[src/rtl/grad_stream_tx.sv]
// Packs a raster stream of {dir, mag} gradient pixels and mask bits into PIXCNT-wide beats,
// framing each frame with SOF, per-line horizontal blanking and DONE.
// Optional build macro GRAD_STREAM_TX_BORDER_MASK_EN zeroes mask bits on the frame border.
module grad_stream_tx #(
  parameter int MAG_WIDTH = 13,
  parameter int DIR_WIDTH = 3,
  parameter int COLS      = 2448,
  parameter int ROWS      = 2048,
  parameter int PIXCNT    = 8,
  parameter int HBLANK    = 16
) (
  input  logic                                    clk,
  input  logic                                    reset,
  input  logic                                    start,
  input  logic [$clog2(ROWS)-1:0]                 rows,
  input  logic [$clog2(COLS)-1:0]                 cols,
  input  logic [DIR_WIDTH+MAG_WIDTH-1:0]          pix_in,
  input  logic                                    pix_mask_in,
  input  logic                                    pix_valid,
  output logic                                    pix_ready,
  output logic                                    new_frame,
  output logic [(DIR_WIDTH+MAG_WIDTH)*PIXCNT-1:0] grad_out,
  output logic [PIXCNT-1:0]                       mask_out,
  output logic                                    data_vld,
  output logic                                    frame_done
);

  localparam int GW       = DIR_WIDTH + MAG_WIDTH;
  localparam int ROW_W    = $clog2(ROWS);
  localparam int COL_W    = $clog2(COLS);
  localparam int LANE_LOG = $clog2(PIXCNT);
  localparam int LANE_W   = (LANE_LOG > 0) ? LANE_LOG : 1;
  localparam int HB_W     = (HBLANK > 1) ? $clog2(HBLANK) : 1;

  typedef enum logic [2:0] {
    ST_IDLE,
    ST_SOF,
    ST_ACTIVE,
    ST_HBLANK,
    ST_DONE
  } state_t;

  state_t                 state_q;
  logic [ROW_W-1:0]       rows_q;
  logic [COL_W-1:0]       line_beats_q;
  logic [LANE_W-1:0]      lane_q;
  logic [COL_W-1:0]       beat_q;
  logic [ROW_W-1:0]       row_q;
  logic [HB_W-1:0]        hb_q;
  logic [GW*PIXCNT-1:0]   buf_q, buf_d;
  logic [PIXCNT-1:0]      mbuf_q, mbuf_d;
  logic [GW*PIXCNT-1:0]   grad_q;
  logic [PIXCNT-1:0]      mask_q;
  logic                   pix_ready_q;
  logic                   new_frame_q;
  logic                   data_vld_q;
  logic                   frame_done_q;

  logic accept;
  logic last_lane;
  logic last_beat;
  logic last_row;
  logic border;
  logic mask_bit;

  // pix_ready_q is high exactly while the FSM sits in ACTIVE
  assign accept    = pix_ready_q & pix_valid;
  assign last_lane = (lane_q == LANE_W'(PIXCNT - 1));
  assign last_beat = (beat_q == (line_beats_q - 1'b1));
  assign last_row  = (row_q == (rows_q - 1'b1));

`ifdef GRAD_STREAM_TX_BORDER_MASK_EN
  assign border = (row_q == '0) | last_row |
                  ((beat_q == '0) & (lane_q == '0)) |
                  (last_beat & last_lane);
`else
  assign border = 1'b0;
`endif

  assign mask_bit = pix_mask_in & ~border;

  always_comb begin
    buf_d  = buf_q;
    mbuf_d = mbuf_q;
    if (accept) begin
      buf_d[int'(lane_q)*GW +: GW] = pix_in;
      mbuf_d[lane_q]               = mask_bit;
    end
  end

  always_ff @(posedge clk or posedge reset) begin
    if (reset) begin
      state_q      <= ST_IDLE;
      rows_q       <= '0;
      line_beats_q <= '0;
      lane_q       <= '0;
      beat_q       <= '0;
      row_q        <= '0;
      hb_q         <= '0;
      buf_q        <= '0;
      mbuf_q       <= '0;
      grad_q       <= '0;
      mask_q       <= '0;
      pix_ready_q  <= 1'b0;
      new_frame_q  <= 1'b0;
      data_vld_q   <= 1'b0;
      frame_done_q <= 1'b0;
    end else begin
      new_frame_q  <= 1'b0;
      data_vld_q   <= 1'b0;
      frame_done_q <= 1'b0;
      buf_q        <= buf_d;
      mbuf_q       <= mbuf_d;

      case (state_q)
        ST_IDLE: begin
          if (start) begin
            rows_q       <= rows;
            line_beats_q <= COL_W'(cols >> LANE_LOG);
            lane_q       <= '0;
            beat_q       <= '0;
            row_q        <= '0;
            new_frame_q  <= 1'b1;
            state_q      <= ST_SOF;
          end
        end

        ST_SOF: begin
          if ((rows_q == '0) || (line_beats_q == '0)) begin
            frame_done_q <= 1'b1;
            state_q      <= ST_DONE;
          end else begin
            pix_ready_q <= 1'b1;
            state_q     <= ST_ACTIVE;
          end
        end

        ST_ACTIVE: begin
          if (accept) begin
            if (last_lane) begin
              lane_q     <= '0;
              grad_q     <= buf_d;
              mask_q     <= mbuf_d;
              data_vld_q <= 1'b1;
              if (last_beat) begin
                beat_q <= '0;
                if (last_row) begin
                  row_q        <= '0;
                  pix_ready_q  <= 1'b0;
                  frame_done_q <= 1'b1;
                  state_q      <= ST_DONE;
                end else begin
                  row_q <= row_q + 1'b1;
                  if (HBLANK > 0) begin
                    hb_q        <= '0;
                    pix_ready_q <= 1'b0;
                    state_q     <= ST_HBLANK;
                  end
                end
              end else begin
                beat_q <= beat_q + 1'b1;
              end
            end else begin
              lane_q <= lane_q + 1'b1;
            end
          end
        end

        ST_HBLANK: begin
          if (hb_q == HB_W'(HBLANK - 1)) begin
            pix_ready_q <= 1'b1;
            state_q     <= ST_ACTIVE;
          end else begin
            hb_q <= hb_q + 1'b1;
          end
        end

        ST_DONE: begin
          state_q <= ST_IDLE;
        end

        default: begin
          pix_ready_q <= 1'b0;
          state_q     <= ST_IDLE;
        end
      endcase
    end
  end

  assign pix_ready  = pix_ready_q;
  assign new_frame  = new_frame_q;
  assign grad_out   = grad_q;
  assign mask_out   = mask_q;
  assign data_vld   = data_vld_q;
  assign frame_done = frame_done_q;

endmodule

[config.mk]
export PLATFORM = sky130hd
export DESIGN_NAME = grad_stream_tx
export DESIGN_NICKNAME = d
export VERILOG_FILES = /design/src/rtl/grad_stream_tx.sv
export SDC_FILE = /design/constraint.sdc
export NUM_CORES = 1
export LEC_CHECK = 0
export CELL_PAD_IN_SITES_DETAIL_PLACEMENT = 1
export CELL_PAD_IN_SITES_GLOBAL_PLACEMENT = 1
export CORE_MARGIN = 2
export CORE_UTILIZATION = 40
export DETAILED_ROUTE_END_ITERATION = 8
export HOLD_SLACK_MARGIN = 0.12
export PLACE_DENSITY_LB_ADDON = 0.1
export SLEW_MARGIN = 20
export SYNTH_ARGS = -nofsm -noshare
export SYNTH_HDL_FRONTEND = slang
export SYNTH_SLANG_ARGS = --single-unit
[constraint.sdc]
create_clock -name clk -period 28.8 [get_ports clk]
set_input_delay 4.32 -clock clk [delete_from_list [all_inputs] [get_ports clk]]
set_output_delay 4.32 -clock clk [all_outputs]
set_load 0.01 [all_outputs]
==> summary.md, run 1 <==
| Metric | Value |
|---|---|
| Reg2Reg Depth | `11` |
| Area of the multi-input gates | `5189 um2` |
| R2R Setup Slk | `24.81 ns` |
| Most frequent cells in the layout | `dfrtp_1, nand2_1, clkdlybuf4s50_1, mux2_2, o21ai_0` |
| Io pins | `184` |
| Most common cell after layout, fill and taps aside | `dfrtp_1` |
| Outcome | `finished, final reports clean` |
| Post-synth ARST share | `100.0%` |
| Clock sinks | `329` |
| Hold Startpoint | `grad_out[65]` |
| Leak pwr | `7.940 nW` |
| Hold endpoint | `grad_out[65]` |
| DP Area | `16060 um2` |
| Nets | `1459` |
| PD cells | `97.91 nW/um2` |
| Avg WL per Cell | `19.31 um` |
| Initial antenna violation count | `0` |
| Total grt overflow | `0` |
| Via density per instance | `5.113` |
| Number of global-route vias before repair | `10359` |
| Register area | `8233 um2` |
| Wire length on met3 | `1947 um` |
| Die height | `189.9 um` |
| Syn. warnings | `0` |
| Yosys reg bits | `329` |
| Core area | `34290 um2` |
| Core Util, Final | `50.57%` |
| Wirelength, routed | `36410 um` |
| Number of setup buffers added after CTS | `0` |
| Layout cells sized above 1 | `18.52%` |
| Reg2reg start | `lane_q[0]` |
| GP Congestion | `0.7592` |
| Tmin final | `7.365 ns` |
| 1st-iter DRT viols | `395` |
| Antenna-violating nets left | `0` |
| Pre-CTS setup slack | `20.88 ns` |
| # DRC | `0` |
| Synth cell types | `70` |
| Period utilisation layout | `25.57%` |
| Clock latency on the worst-skew pair | `0.53 ns` |
| Final setup fails | `0` |
| Total number of vias | `9643` |
| Root buf cell | `clkbuf_16` |
| CTS tree | `yes` |
| Critical path required time | `29.21 ns` |
| PortBufs | `180` |
| Critical Path Fanout Max | `24` |
| Fin area | `17340 um2` |
| ANT cells | `0` |
| Area Overhead vs Synth | `25.41%` |
| Syn Nets | `1284` |
| Final HPWL DP | `23720 um` |
| Number of synthesized flops with an enable pin | `0` |
| Leading area contributor after synthesis | `dfrtp_1` |
| DR top layer | `met4` |
| Clk buf depth | `3` |
| Syn Area/Cell | `11.23 um2` |
| Startpoint types | `input pin` |
| Initial Utilization | `40.32%` |
| GRT Total Usage | `20.73%` |
| H-tree levels | `2` |
| Hold buffers post-CTS | `0` |
| Cell Area, Synth | `13830 um2` |
| CTS Buf Count | `39` |
| Slew HR | `29.41%` |
| Fmax | `135.8 MHz` |
| Slew Limit Fails | `0` |
| Clock Pin Slew Worst Setup and Hold Paths | `0.06 ns` |
| Fin. Hold Viols | `0` |
| Worst Hold Class | `flip-flop to flip-flop` |
| Worst hold slack | `0.4800 ns` |
| Sequential fraction of the synthesis area | `59.55%` |
| Largest net degree at the start of global routing | `165` |
| RSZ-0062 raised after global routing | `false` |
| Wl on met1 | `16600 um` |
| Worst Max-Slew Pin Slew | `1.056 ns` |
| Post-cts sizing count | `0` |
| Chip width | `189.9 um` |
| Die footprint | `36070 um2` |
| Slowest cell on the critical path | `o31ai_4` |
| Maximum vdd drop | `0.00005354 V` |
| Area contributors post-synth | `dfrtp_1, mux2_2, nand2_1, o21ai_0, nor2_1` |
| Cell count after synthesis | `1231` |
| Met2 wire length | `17180 um` |
| Max_cap viols | `0` |
| Final worst slack | `21.44 ns` |
| Arrival time worst endpoint | `7.77 ns` |
| Worst Skew | `0.01202 ns` |
| Fillers | `3652` |
| Hold path depth | `2` |
| DRT Pass-1 Iters | `4` |
| Largest stage delay on the critical path | `0.99 ns` |
| Std cell rows | `68` |
| Synth top area share | `59.55%` |
| Setup TNS Final | `0 ns` |
| Main synth FF type | `dfrtp_1` |
| Reg2reg end | `grad_out[111]` |
| Worst path cell trace | `clkdlybuf4s50_1 > nand3_1 > a21boi_0 > o21ai_0 > o31ai_4 > nand3_2 > o31ai_1` |
| Crit. End Element | `flip-flop` |
| First-pass GRT wire length | `58480 um` |
| Crit path kind | `input pin to flip-flop` |
[layout make-up]
cell class / count / share of cell area (%)
sequential: 329 / 47.48
multi-input combinational: 803 / 29.93
timing repair buffer: 193 / 11.03
clock buffer: 55 / 6.552
tap: 455 / 3.283
inverter: 40 / 0.9237
clock inverter: 11 / 0.8082
[per-stage QoR]
stage | power (mW) | std cells
global route | 1.807 | 1886
CTS | 1.724 | 1886
detailed placement | 1.219 | 1820
global placement | 1.199 | 1820
finish | 1.698 | 1886
floorplan | 0.9785 | 1231
[routing by layer]
layer  track usage, %  up-vias
met5                0        -
met4            4.979        0
met3            4.962       51
met2            33.84      154
met1            28.01     4930
li1                 -     4508
[report_power, final]
group | switching, mW | internal, mW
combinational | 0.259 | 0.250
clock | 0.193 | 0.301
sequential | 0.0756 | 0.620
total | 0.527 | 1.17
[cells by family after synthesis]
group / count (synthesis) / synth area share [%]
fa+ha+maj: 9 / 0.8145
flops: 329 / 59.55
xor+xnor: 34 / 2.154
simple gates: 459 / 15.13
compound gates: 146 / 6.688
buf+inv: 99 / 3.059
mux: 155 / 12.61
[sequential cells by signal, summed over array words and instances, names as in the netlist]
register	flops
row_q	11
rows_q	11
pix_ready	1
state_q	3
mask_out	8
hb_q	4
grad_out	128
beat_q	12
mbuf_q	8
new_frame	1
buf_q	128
lane_q	3
data_vld	1
line_beats_q	9
frame_done	1
[worst max-delay path by stage]
stage | slack (ns) | end | depth (start not counted) | from
floorplan | 15.37 | beat_q[0] | 1 | reset
global placement | 20.97 | row_q[3] | 7 | pix_valid
detailed placement | 20.88 | row_q[10] | 7 | pix_valid
finish | 21.44 | row_q[10] | 7 | pix_valid
CTS | 21.42 | row_q[10] | 7 | pix_valid
global route | 21.08 | row_q[10] | 7 | pix_valid
[critical path, delay by kind of cell]
family          cells  cell delay (ns)
compound gates      4             2.44
buf+inv             1             0.52
simple gates        2             0.50
[cell usage after synthesis, types with 5 or more instances]
cell type    n
a2bb2oi_1    9
nor2_1      56
nand3_1     30
xor2_1      19
a31oi_1      5
ha_1         9
o21ai_0     90
inv_1       38
nand4_1      7
or3_2        5
nor3_1      16
mux2_2     153
nand2_1    273
dfrtp_1    329
o31ai_1     11
nor2b_1     17
xnor2_1     15
clkbuf_1    47
and3_2       7
nor4_1       5
Power figures use the tool's default switching activity.
==> run 2, diff against run 1 <==
clock period = 6.44 ns   (was 28.8 ns; I/O delays follow)
==> run 2 against run 1 <==
Net effect:
- via count decreased by 0.53%
- die area unchanged
- clock skew is 0.0017 ns lower
- core utilization unchanged
- clock-buffer cell count increased by 7
- cell count grew 0.16%
- wire length fell by 0.79%
- hold slack gained 0.0039 ns
- first-iteration DRC count is 19% lower
- register-to-register slack got worse by 22 ns
- critical path depth stayed put
- largest cell class unchanged
- largest power group unchanged
==> summary.md, run 2 (synthesized netlist as in run 1, its figures left out) <==
| Metric | Value |
|---|---|
| Outcome | `finished, final reports clean` |
| Clock sinks | `329` |
| Clock share of power | `28.5%` |
| Std cell rows | `68` |
| Period utilisation layout | `61.58%` |
| Arrival time worst endpoint | `4.38 ns` |
| Worst hold slack | `0.4839 ns` |
| Most common cell after layout, fill and taps aside | `dfrtp_1` |
| Final setup fails | `0` |
| Finished Layout Cells | `1889` |
| Worst path cell trace | `clkdlybuf4s50_1 > nand3_1 > a21boi_0 > o21ai_0 > o31ai_4 > nand3_2 > o31ai_1` |
| H-tree levels | `2` |
| Layout cells sized above 1 | `18.48%` |
| Area Overhead vs Synth | `25.41%` |
| Slew HR | `32.20%` |
| Reg2reg end | `grad_out[96]` |
| Core area | `34290 um2` |
| Leak pwr | `7.934 nW` |
| Clk buf depth | `3` |
| Critical Path Fanout Max | `24` |
| Most frequent cells in the layout | `dfrtp_1, nand2_1, clkdlybuf4s50_1, mux2_2, o21ai_0` |
| Reg2reg start | `lane_q[0]` |
| Startpoint types | `input pin` |
| Fmax | `252.2 MHz` |
| GP Congestion | `0.7579` |
| Largest net degree at the start of global routing | `130` |
| Antenna-violating nets left | `0` |
| Tmin final | `3.966 ns` |
| Total grt overflow | `0` |
| # DRC | `0` |
| Via density per instance | `5.078` |
| Worst Setup EP | `row_q[6]` |
| Largest stage delay on the critical path | `0.98 ns` |
| Max_cap viols | `0` |
| Placed instance count | `1821` |
| DP Area | `16080 um2` |
| Chip width | `189.9 um` |
| Int Power | `5.175 mW` |
| Hold Startpoint | `grad_out[66]` |
| GRT Total Usage | `20.58%` |
| PortBufs | `180` |
| Io pins | `184` |
| Psw | `2.362 mW` |
| First-pass GRT wire length | `58120 um` |
| Wirelength, routed | `36120 um` |
| Slew Limit Fails | `0` |
| Hold buffers post-CTS | `0` |
| DRT Pass-1 Iters | `4` |
| Nets | `1460` |
| ANT cells | `0` |
| Root buf cell | `clkbuf_16` |
| Final HPWL DP | `23300 um` |
| PD cells | `434.7 nW/um2` |
| Initial antenna violation count | `1` |
| Fin area | `17340 um2` |
| Post-cts sizing count | `0` |
| Sequential share of power | `41.4%` |
| Crit. End Element | `flip-flop` |
| Die footprint | `36070 um2` |
| RSZ-0062 raised after global routing | `false` |
| Avg WL per Cell | `19.12 um` |
| Total number of vias | `9592` |
| Number of global-route vias before repair | `10513` |
| CTS Buf Count | `39` |
| Crit path from | `pix_valid` |
| Worst Max-Slew Pin Slew | `1.017 ns` |
| Initial Utilization | `40.32%` |
| Clock Pin Slew Worst Setup and Hold Paths | `0.06 ns` |
| Setup TNS Final | `0 ns` |
| Clock latency on the worst-skew pair | `0.53 ns` |
| CTS tree | `yes` |
| R2R Setup Slk | `2.50 ns` |
| Reg2Reg Depth | `10` |
| Combinational power share | `30.1%` |
| Worst Skew | `0.01035 ns` |
| Worst Hold Class | `flip-flop to flip-flop` |
| Fin. Hold Viols | `0` |
| Die height | `189.9 um` |
| 1st-iter DRT viols | `319` |
| Crit path kind | `input pin to flip-flop` |
| Maximum vdd drop | `0.0002547 V` |
| Critical path required time | `6.86 ns` |
| Slowest cell on the critical path | `o31ai_4` |
| Number of setup buffers added after CTS | `0` |
| Switch share | `31.34%` |
run 2: metal layers:
metal  wire length [um]  up-vias  GRT usage, %
li1                   -     4527             -
met3               2122       36         5.442
met5                  0        -             0
met4                563        0         4.621
met2              16630      174         33.24
met1              16800     4855         27.91
run 2: worst min-delay path by stage:
stage / endpoint / cells after the start
after floorplan: buf_q[112] / 2
after global placement: grad_out[9] / 2
after detailed placement: grad_out[74] / 2
after CTS: grad_out[79] / 2
after global routing: buf_q[75] / 1
final: grad_out[66] / 2
run 2: worst max-delay path, delay by kind of cell:
kind,cells,cell delay (ns)
AO/OA/AOI/OAI,4,2.39
buffers and inverters,1,0.53
AND/OR/NAND/NOR,2,0.49
run 2: through the flow:
| stage | power (mW) | worst slack [ns] | util (%) |
|---|---|---|---|
| detailed placement | 5.437 | 1.984 | 46.91 |
| global placement | 5.352 | 2.046 | 46.90 |
| CTS | 7.645 | 2.390 | 50.56 |
| floorplan | 4.377 | 1.081 | - |
| finish | 7.537 | 2.474 | 50.57 |
| global route | 8.028 | 2.152 | 50.57 |
run 2: area by class of cell:
type                    instances  area (um2)
repair buffers                194        1932
clock buffers                  62        1205
well taps                     455       569.3
inverters                      40       156.4
flip-flops and latches        329        8233
clock inverters                 6       48.80
fillers                      3705       16950
multi-input cells             803        5195
run 2: power groups by stage:
stage / Sequential (mW) / Combinational [mW] / Clock, mW
5_1_grt: 3.21 / 2.53 / 2.29
2_1_floorplan: 3.19 / 1.19 / 0
3_5_place_dp: 3.15 / 2.29 / 0
6_report: 3.12 / 2.27 / 2.15
3_3_place_gp: 3.12 / 2.23 / 0
4_1_cts: 3.12 / 2.32 / 2.20
